## src/rtl/prbs_seq_pkg.sv

```systemverilog
// Shared types and constants for the pattern / PRBS-15 source.
package prbs_seq_pkg;

  typedef enum logic [1:0] {
    IDLE    = 2'd0,
    LOAD    = 2'd1,
    PATTERN = 2'd2,
    PRBS    = 2'd3
  } state_t;

  // x^15 + x^14 + 1: feedback taps on the two top bits of the shift register
  localparam int PRBS_ORDER  = 15;
  localparam int PRBS_TAP_HI = 14;
  localparam int PRBS_TAP_LO = 13;

  localparam logic [PRBS_ORDER-1:0] PRBS_DEFAULT_SEED = 15'h7FFF;

  // An all-zero LFSR would lock up, so a zero seed is replaced by 1
  function automatic logic [PRBS_ORDER-1:0] prbs_fix_seed(input logic [PRBS_ORDER-1:0] seed);
    return (seed == '0) ? 15'h0001 : seed;
  endfunction

endpackage

```

## src/rtl/prbs15_step.sv

```systemverilog
// Combinational PRBS-15 advance: DATA_W shift steps, first bit lands in the word MSB.
module prbs15_step
  import prbs_seq_pkg::*;
#(
  parameter int DATA_W = 8
) (
  input  logic [PRBS_ORDER-1:0] state_in,
  output logic [PRBS_ORDER-1:0] state_out,
  output logic [DATA_W-1:0]     word_out
);

  logic [PRBS_ORDER-1:0] s;

  // Unrolled shift chain; each step emits the top bit and feeds back the tap XOR
  always_comb begin
    s        = state_in;
    word_out = '0;
    for (int unsigned i = 0; i < DATA_W; i++) begin
      word_out = (word_out << 1) | DATA_W'(s[PRBS_TAP_HI]);
      s        = {s[PRBS_ORDER-2:0], s[PRBS_TAP_HI] ^ s[PRBS_TAP_LO]};
    end
    state_out = s;
  end

endmodule

```

## src/rtl/prbs_seq_gen_det.sv

```systemverilog
// Pattern / PRBS-15 source with in-line sequence detector.
// Optional: define PRBS_ERR_INJECT_EN to add the err_inject input (bit-0 corruption).
module prbs_seq_gen_det
  import prbs_seq_pkg::*;
#(
  parameter int                    DATA_W    = 8,
  parameter int                    PAT_LEN   = 4,
  parameter int                    REP_W     = 2,
  parameter logic [PRBS_ORDER-1:0] PRBS_SEED = PRBS_DEFAULT_SEED
) (
  input  logic              clk,
  input  logic              rst,
  input  logic              start,
  input  logic [REP_W-1:0]  rep_n,
  input  logic              load_valid,
  input  logic [DATA_W-1:0] data_in,
`ifdef PRBS_ERR_INJECT_EN
  input  logic              err_inject,
`endif
  input  logic              out_ready,
  output logic              out_valid,
  output logic [DATA_W-1:0] data_out,
  output logic              data_flag,
  output logic              busy
);

  localparam int                    IDX_W    = (PAT_LEN > 1) ? $clog2(PAT_LEN) : 1;
  localparam logic [IDX_W-1:0]      LAST_IDX = IDX_W'(PAT_LEN - 1);
  localparam logic [PRBS_ORDER-1:0] SEED     = prbs_fix_seed(PRBS_SEED);

  state_t                state, state_nx;
  logic [DATA_W-1:0]     pat [PAT_LEN];
  logic [IDX_W-1:0]      idx, idx_nx, idx_inc;
  logic [REP_W-1:0]      rep, rep_nx, rep_n_q, rep_n_nx;
  logic [PRBS_ORDER-1:0] lfsr, lfsr_nx;
  logic                  out_valid_nx, busy_nx, flag_nx;
  logic [DATA_W-1:0]     data_out_nx;
  logic                  accept, restart, new_word;
  logic                  err_in, err_pend, err_pend_nx;
  logic [DATA_W-1:0]     err_mask;

  logic [IDX_W-1:0]      midx, midx_nx, b_idx;
  logic [REP_W-1:0]      mrep, mrep_nx, b_rep;
  logic                  hit;

  logic [PRBS_ORDER-1:0] step_in, step_state;
  logic [DATA_W-1:0]     step_word;

`ifdef PRBS_ERR_INJECT_EN
  assign err_in = err_inject;
`else
  assign err_in = 1'b0;
`endif

  assign accept   = out_valid && out_ready;
  assign restart  = start && (state == IDLE || state == PRBS);
  assign idx_inc  = idx + 1'b1;
  // A pending or same-cycle error pulse corrupts the next word loaded into data_out
  assign err_mask = DATA_W'(err_pend | err_in);
  // Entering PRBS always restarts from the seed; inside PRBS the stream continues
  assign step_in  = (state == PRBS) ? lfsr : SEED;

  prbs15_step #(.DATA_W(DATA_W)) u_step (
    .state_in  (step_in),
    .state_out (step_state),
    .word_out  (step_word)
  );

  // Pattern capture; deliberately outside reset so the pattern survives rst
  always_ff @(posedge clk) begin
    if (state == LOAD && load_valid) pat[idx] <= data_in;
  end

  // Main FSM and output-register next-state
  always_comb begin
    state_nx     = state;
    idx_nx       = idx;
    rep_nx       = rep;
    rep_n_nx     = rep_n_q;
    lfsr_nx      = lfsr;
    out_valid_nx = out_valid;
    data_out_nx  = data_out;
    new_word     = 1'b0;
    case (state)
      IDLE: begin
        if (start) begin
          state_nx = LOAD;
          rep_n_nx = rep_n;
          idx_nx   = '0;
          rep_nx   = '0;
        end
      end
      LOAD: begin
        if (load_valid) begin
          if (idx == LAST_IDX) begin
            idx_nx       = '0;
            rep_nx       = '0;
            out_valid_nx = 1'b1;
            new_word     = 1'b1;
            if (rep_n_q == '0) begin
              state_nx    = PRBS;
              lfsr_nx     = step_state;
              data_out_nx = step_word ^ err_mask;
            end else begin
              state_nx    = PATTERN;
              // pat[0] is still being written when PAT_LEN is 1
              data_out_nx = ((idx == '0) ? data_in : pat[0]) ^ err_mask;
            end
          end else begin
            idx_nx = idx_inc;
          end
        end
      end
      PATTERN: begin
        if (accept) begin
          new_word = 1'b1;
          if (idx == LAST_IDX) begin
            idx_nx = '0;
            if (({1'b0, rep} + 1'b1) == {1'b0, rep_n_q}) begin
              state_nx    = PRBS;
              rep_nx      = '0;
              lfsr_nx     = step_state;
              data_out_nx = step_word ^ err_mask;
            end else begin
              rep_nx      = rep + 1'b1;
              data_out_nx = pat[0] ^ err_mask;
            end
          end else begin
            idx_nx      = idx_inc;
            data_out_nx = pat[idx_inc] ^ err_mask;
          end
        end
      end
      PRBS: begin
        if (start) begin
          state_nx     = LOAD;
          rep_n_nx     = rep_n;
          idx_nx       = '0;
          rep_nx       = '0;
          out_valid_nx = 1'b0;
        end else if (accept) begin
          new_word    = 1'b1;
          lfsr_nx     = step_state;
          data_out_nx = step_word ^ err_mask;
        end
      end
      default: state_nx = IDLE;
    endcase
    busy_nx     = (state_nx != IDLE);
    err_pend_nx = new_word ? 1'b0 : (err_pend | err_in);
  end

  // Detector: a mismatching word may itself restart the match at pattern position 0
  always_comb begin
    midx_nx = midx;
    mrep_nx = mrep;
    flag_nx = 1'b0;
    b_idx   = '0;
    b_rep   = '0;
    hit     = 1'b0;
    if (restart) begin
      midx_nx = '0;
      mrep_nx = '0;
    end else if (accept && rep_n_q != '0) begin
      if (data_out == pat[midx]) begin
        b_idx = midx;
        b_rep = mrep;
        hit   = 1'b1;
      end else if (data_out == pat[0]) begin
        hit   = 1'b1;
      end
      if (!hit) begin
        midx_nx = '0;
        mrep_nx = '0;
      end else if (b_idx == LAST_IDX) begin
        midx_nx = '0;
        if (({1'b0, b_rep} + 1'b1) == {1'b0, rep_n_q}) begin
          flag_nx = 1'b1;
          mrep_nx = '0;
        end else begin
          mrep_nx = b_rep + 1'b1;
        end
      end else begin
        midx_nx = b_idx + 1'b1;
        mrep_nx = b_rep;
      end
    end
  end

  // State and registered outputs
  always_ff @(posedge clk) begin
    if (rst) begin
      state     <= IDLE;
      idx       <= '0;
      rep       <= '0;
      rep_n_q   <= '0;
      lfsr      <= SEED;
      out_valid <= 1'b0;
      data_out  <= '0;
      data_flag <= 1'b0;
      busy      <= 1'b0;
      midx      <= '0;
      mrep      <= '0;
      err_pend  <= 1'b0;
    end else begin
      state     <= state_nx;
      idx       <= idx_nx;
      rep       <= rep_nx;
      rep_n_q   <= rep_n_nx;
      lfsr      <= lfsr_nx;
      out_valid <= out_valid_nx;
      data_out  <= data_out_nx;
      data_flag <= flag_nx;
      busy      <= busy_nx;
      midx      <= midx_nx;
      mrep      <= mrep_nx;
      err_pend  <= err_pend_nx;
    end
  end

endmodule

```

## config.mk

```make
export PLATFORM = sky130hd
export DESIGN_NAME = prbs_seq_gen_det
export DESIGN_NICKNAME = d
export VERILOG_FILES = /design/src/rtl/prbs_seq_pkg.sv /design/src/rtl/prbs15_step.sv /design/src/rtl/prbs_seq_gen_det.sv
export SDC_FILE = /design/constraint.sdc
export NUM_CORES = 1
export LEC_CHECK = 0
export ABC_AREA = 1
export CORE_AREA = 4 4 94 96
export DETAILED_ROUTE_END_ITERATION = 10
export DIE_AREA = 0 0 98 100
export GPL_TIMING_DRIVEN = 0
export PLACE_DENSITY = 0.76
export SYNTH_ARGS = -nofsm -noshare
export SYNTH_HDL_FRONTEND = slang
export SYNTH_HIERARCHICAL = 1
export SYNTH_SLANG_ARGS = --single-unit
export TNS_END_PERCENT = 20
```

## constraint.sdc

```tcl
create_clock -name clk -period 2.18 [get_ports clk]
set_clock_uncertainty 0.1 [all_clocks]
set_input_delay 0.654 -clock clk [delete_from_list [all_inputs] [get_ports clk]]
set_output_delay 0.654 -clock clk [all_outputs]
set_load 0.005 [all_outputs]
```

# --- Yosys cells after proc, flatten, opt, wreduce, memory -nomap -nowiden ---
# Memory sizes are Yosys's and may differ from the RTL's. A register that Yosys moved wholly into a read port is not among the register bits.
# Cells that the tools add are included.
word_totals:
  word_cells: 139
  ramBits: 32
  input_bits: 15
  reg_bits: 38
  out_inout_bits: 11
  mem_count: 1
classes:
  mux: 63
  eq_ne: 19
  bitwise_logic: 18
  add_sub_neg: 6
  reduce_logical: 21
mem_list:
  columns: ["name", "depth", "width", "read_ports", "rd_ports_with_merged_regs", "wr", "line", "rtl"]
  rows:
  - ["pat", 4, 8, 3, 1, 1, "prbs_seq_gen_det.sv:32", "logic [DATA_W-1:0] pat [PAT_LEN];"]
op_table:
  columns: ["operator", "count"]
  rows:
  - ["15-bit 2-to-1 mux", 9]
  - ["8-bit 2-to-1 mux", 9]
  - ["2-bit 2-to-1 mux", 28]
  - ["15-bit one-hot mux with 3 select lines", 1]
  - ["8-bit one-hot mux with 3 select lines", 1]
  - ["2-bit one-hot mux with 3 select lines", 3]
  - ["8-bit == test", 2]
  - ["2-bit inequality test (second input constant)", 7]
  - ["1-bit 2-to-1 mux", 11]
  - ["9-bit AND reduction", 1]
  - ["2-bit by 1-bit adder with 2-bit output (second input constant)", 4]
  - ["2-bit == test (second input constant)", 4]
  - ["8-bit by 1-bit bitwise OR with 8-bit output", 1]
  - ["1-bit XOR", 8]
  - ["7-bit by 1-bit bitwise OR with 7-bit output", 1]
  - ["2-bit by 1-bit adder with 3-bit output (second input constant)", 2]
  - ["3-bit by 2-bit == test with 1-bit output", 2]
  - ["2-bit zero test", 3]
  - ["2-bit by 1-bit inequality test with 1-bit output (second input constant)", 3]
  - ["6-bit by 1-bit bitwise OR with 6-bit output", 1]
  - ["6-bit AND reduction", 1]
  - ["2-bit nonzero test", 3]
  - ["5-bit by 1-bit bitwise OR with 5-bit output", 1]
  - ["5-bit AND reduction", 1]
  - ["other kinds (14)", 20]

# --- Depth between registers and ports, before layout ---
logic_depth:
  depth_word: 13
  depth_mapped: 20
  depth_no_buf: 19

# --- Cells and area by module ---
# Netlist, hierarchy kept.
modules_own_cells:
  columns: ["module", "seq_area_each_um2", "n_inst", "area_per_inst_um2", "cells_each"]
  rows:
  - ["prbs_seq_gen_det", 1761.7, 1, 4033.9, 522]
  - ["prbs15_step", 0.0, 1, 236.5, 48]

# --- Worst setup path after synthesis ---
# OpenSTA, ideal clock, no wires.
synth_path:
  path_type: "flip-flop to flip-flop"
  from: "reg idx[0]"
  to: "mem pat[0][0] (enable)"
  n_path_buf: 4
  setup_ps: 370
  slack_ps: -202
  t_required_ps: 1710
  arrival_time_ps: 1912
  period_less_slack_ps: 2382
  path_stages_with_launch: 9
  path_cell_list: "dfxtp_1 clkbuf_1 inv_1 clkbuf_1 ha_1 clkbuf_1 clkbuf_1 inv_1 nor2_1"
synth_lines:
  columns: ["element", "line", "rtl"]
  rows:
  - ["start, declared", "prbs_seq_gen_det.sv:33", "logic [IDX_W-1:0] idx, idx_nx, idx_inc;"]
  - ["start signal, assigned", "prbs_seq_gen_det.sv:207", "idx <= idx_nx;"]
  - ["end, declared", "prbs_seq_gen_det.sv:32", null]
# Straight into the memory's write port.

==> metrics.txt <==
TritonCTS clock tree=yes; crit path kind=flip-flop to flip-flop; Post-synth EDFFs=32; gr usage total=25.5%; final RePlAce weighted congestion=0.944; Synth Area in Compound Gates=12.4%; Req. time, crit path=2.31 ns; failing checks=setup timing; Clock Latency Late Sink=0.35 ns; FP Rows=33; synthesized flop and latch total=72; initial antenna violation count=0; CTS H-tree depth=3; Net Sw Power=0.998 mW; global-route wire length before repair=19700 um; met2 Resource Use GR=41.0%; IR drop worst, VDD=420 uV; Final Hold Fails=0; Slew headroom=52.6%; DRC=0; cell with the most instances after synthesis=nand2_1; 1st-iter DRT viols=446; Synth top area share=22.5%; DR WL/cell=17.6 um; final setup TNS=-1.21 ns; core region area=8050 um2; Arrival @ worst endpoint=2.69 ns; PD cells=640 nW/um2; Horiz. Die Dim=98 um; largest net degree at the start of global routing=13; layout cells sized above 1=24.4%; Buffers on Ports=24; Power, Total=3.39 mW; grt met1 use=32.5%; most used routing layer=met2; worst-margin pin slew=0.710 ns; count of cell types in the netlist=38; fin cells=727; Synth-to-Final Area Change=23.9%; hold slack=0.370 ns; Pre-antenna DRT Iters=6; Post-Synth Simple-Gate Area=31.9%; gr ovfl total=0; filler instances=678; Cells after DPL=699; clk root buf=clkbuf_8; Clock power frac=33.9%; mapped cell area=4270 um2; run status=finished, violations left; max frequency=0.390 GHz; Post-Syn Instances=570; Ports=26; Synth area leaders=edfxtp_1 (23%), dfxtp_1 (19%), nand2_1 (17%); most frequent cells after synthesis=nand2_1 (188), inv_1 (50), nand3_1 (48), dfxtp_1 (40), edfxtp_1 (32); Mapped Nets=597; Sw Ratio=29.5%; Synth Area in Adders=3.52%; sequential area share after synthesis=41.3%; Main synth FF type=dfxtp_1; vias in the first global route=4091; die area=9800 um2; crit start category=flip-flop; Clock Path Buffers=2; Design Area, Final=5290 um2; final-stage net count=644; die height=100 um; fin. max-slew vios=0; routed vias/inst=5.84; RSZ-0062 raised after global routing=true; worst hold start=lfsr[7]; Final WS setup=-0.384 ns; grt met3 use=3.68%; Routed Antenna Nets=0; HP Class=flip-flop to flip-flop; Clock transition at path regs=0.08 ns; final period utilization=118%; Yosys top cell by area=edfxtp_1; Mean Syn Cell Area=7.49 um2; XOR/XNOR Fraction of Synth Area=0.615%; vias=4245; Place WS=-0.843 ns; initial core utilization=53.0%; Combinational Power Share=20.5%; fraction of registers with async set/reset=0%; DP HPWL=8090 um; Lkg Pwr=2.21 nW; number of max-cap violations=0; number of diodes=0; post-layout min period=2.56 ns; CP max FO=3; mux contribution to synthesized area=0.234%; final setup fails=6; P_int=2.39 mW; largest family of logic cells by synthesized area=simple AND/OR/NAND/NOR gates; routed wire length=12800 um; count of warnings emitted by yosys=6; post-layout util=65.7%; placed inst area=4660 um2; crit end category=flip-flop; sequential power share=45.6%; CTS Buf Count=9; Sink Count=72
==> path summary, 6_finish.rpt <==
check        endpoint  slack (ns)  cells past startpoint
min           lfsr[7]        0.37                      2
max reg2reg   mrep[0]       -0.38                     19
max           mrep[0]       -0.38                     19
min reg2reg   lfsr[7]        0.37                      2
==> placed cells by master, fill, tap and decap left out, types with 5 or more instances in the layout <==
cell,synthesis,layout
buf_4,17,31
buf_6,2,5
ha_1,12,8
o211ai_1,8,8
clkbuf_8,0,10
nand2_1,188,169
or2_2,16,16
nand4_1,5,5
nand2_4,1,6
nor2_2,0,6
o21ai_0,21,21
nand3_2,6,16
clkbuf_1,14,6
a221oi_1,17,16
dfxtp_1,40,37
edfxtp_1,32,32
inv_1,50,45
nand3_1,48,37
nor2_1,26,18
a21oi_1,28,26
clkdlybuf4s50_1,0,24
nand2_2,8,22
==> per-layer routing <==
| layer | share of wire (%) | routed length [um] |
|---|---|---|
| met5 | 0 | 0 |
| met4 | 4.2 | 535 |
| met3 | 10 | 1270 |
| met2 | 46 | 5840 |
| met1 | 40 | 5120 |
==> cell families (layout without fill, tap and decap cells) <==
group | count (synthesis) | in the layout
muxes | 1 | 1
adders and majority gates | 12 | 12
and+or+nand+nor | 306 | 306
AOI/OAI and AO/OA | 84 | 84
DFF | 72 | 72
buffers and inverters | 92 | 144
xor gates and xnor gates | 3 | 3
==> critical path, stage by stage (launching register included) <==
cell and delay, ns:
dfxtp_4 0.39, buf_6 0.13, buf_6 0.12, nand2_2 0.06, nand3_2 0.09, nand2_2 0.11
nand2_2 0.07, nand2_4 0.09, nand2_4 0.06, nor2_4 0.15, nand2_4 0.08, nor2_4 0.12
ha_4 0.23, nand2_2 0.06, nor3b_4 0.18, nand3_2 0.13, nand2_2 0.11, nand2_1 0.06
nand2_1 0.08, a21oi_2 0.05
==> area by class of cell <==
| class | count | area (um2) | area share (%) |
|---|---|---|---|
| multi-input cells | 406 | 2310 | 43.7 |
| flip-flops and latches | 72 | 1770 | 33.4 |
| repair buffers | 39 | 384 | 7.26 |
| plain buffers | 34 | 260 | 4.92 |
| inverters | 55 | 223 | 4.21 |
| well taps | 105 | 131 | 2.48 |
| clock buffers | 10 | 128 | 2.41 |
| clock inverters | 6 | 83.8 | 1.58 |
==> flip-flops by register name, indices dropped and copies added (netlist names), named ones only <==
register / count
midx: 2
pat: 32
rep_n_q: 2
busy: 1
data_flag: 1
rep: 2
idx: 2
data_out: 8
lfsr: 15
state: 2
out_valid: 1
mrep: 2
==> timing repair <==
item | in CTS | in global routing
hold buffers | 0 | 0
endpoints found under the setup margin | 47 | 40
pin swaps | 22 | 12
gates cloned | 1 | 0
buffers inserted | 10 | 4
gates resized for setup | 53 | 44
==> power groups by stage <==
| stage | Clock, mW | Combinational (mW) | Sequential (mW) |
|---|---|---|---|
| final | 1.15 | 0.694 | 1.54 |
| after global placement | 0 | 0.574 | 1.57 |
| after floorplan | 0 | 0.379 | 1.56 |
| after CTS | 1.15 | 0.632 | 1.54 |
| after global routing | 1.21 | 0.747 | 1.55 |
| after detailed placement | 0 | 0.586 | 1.57 |
Power figures use the tool's default switching activity.
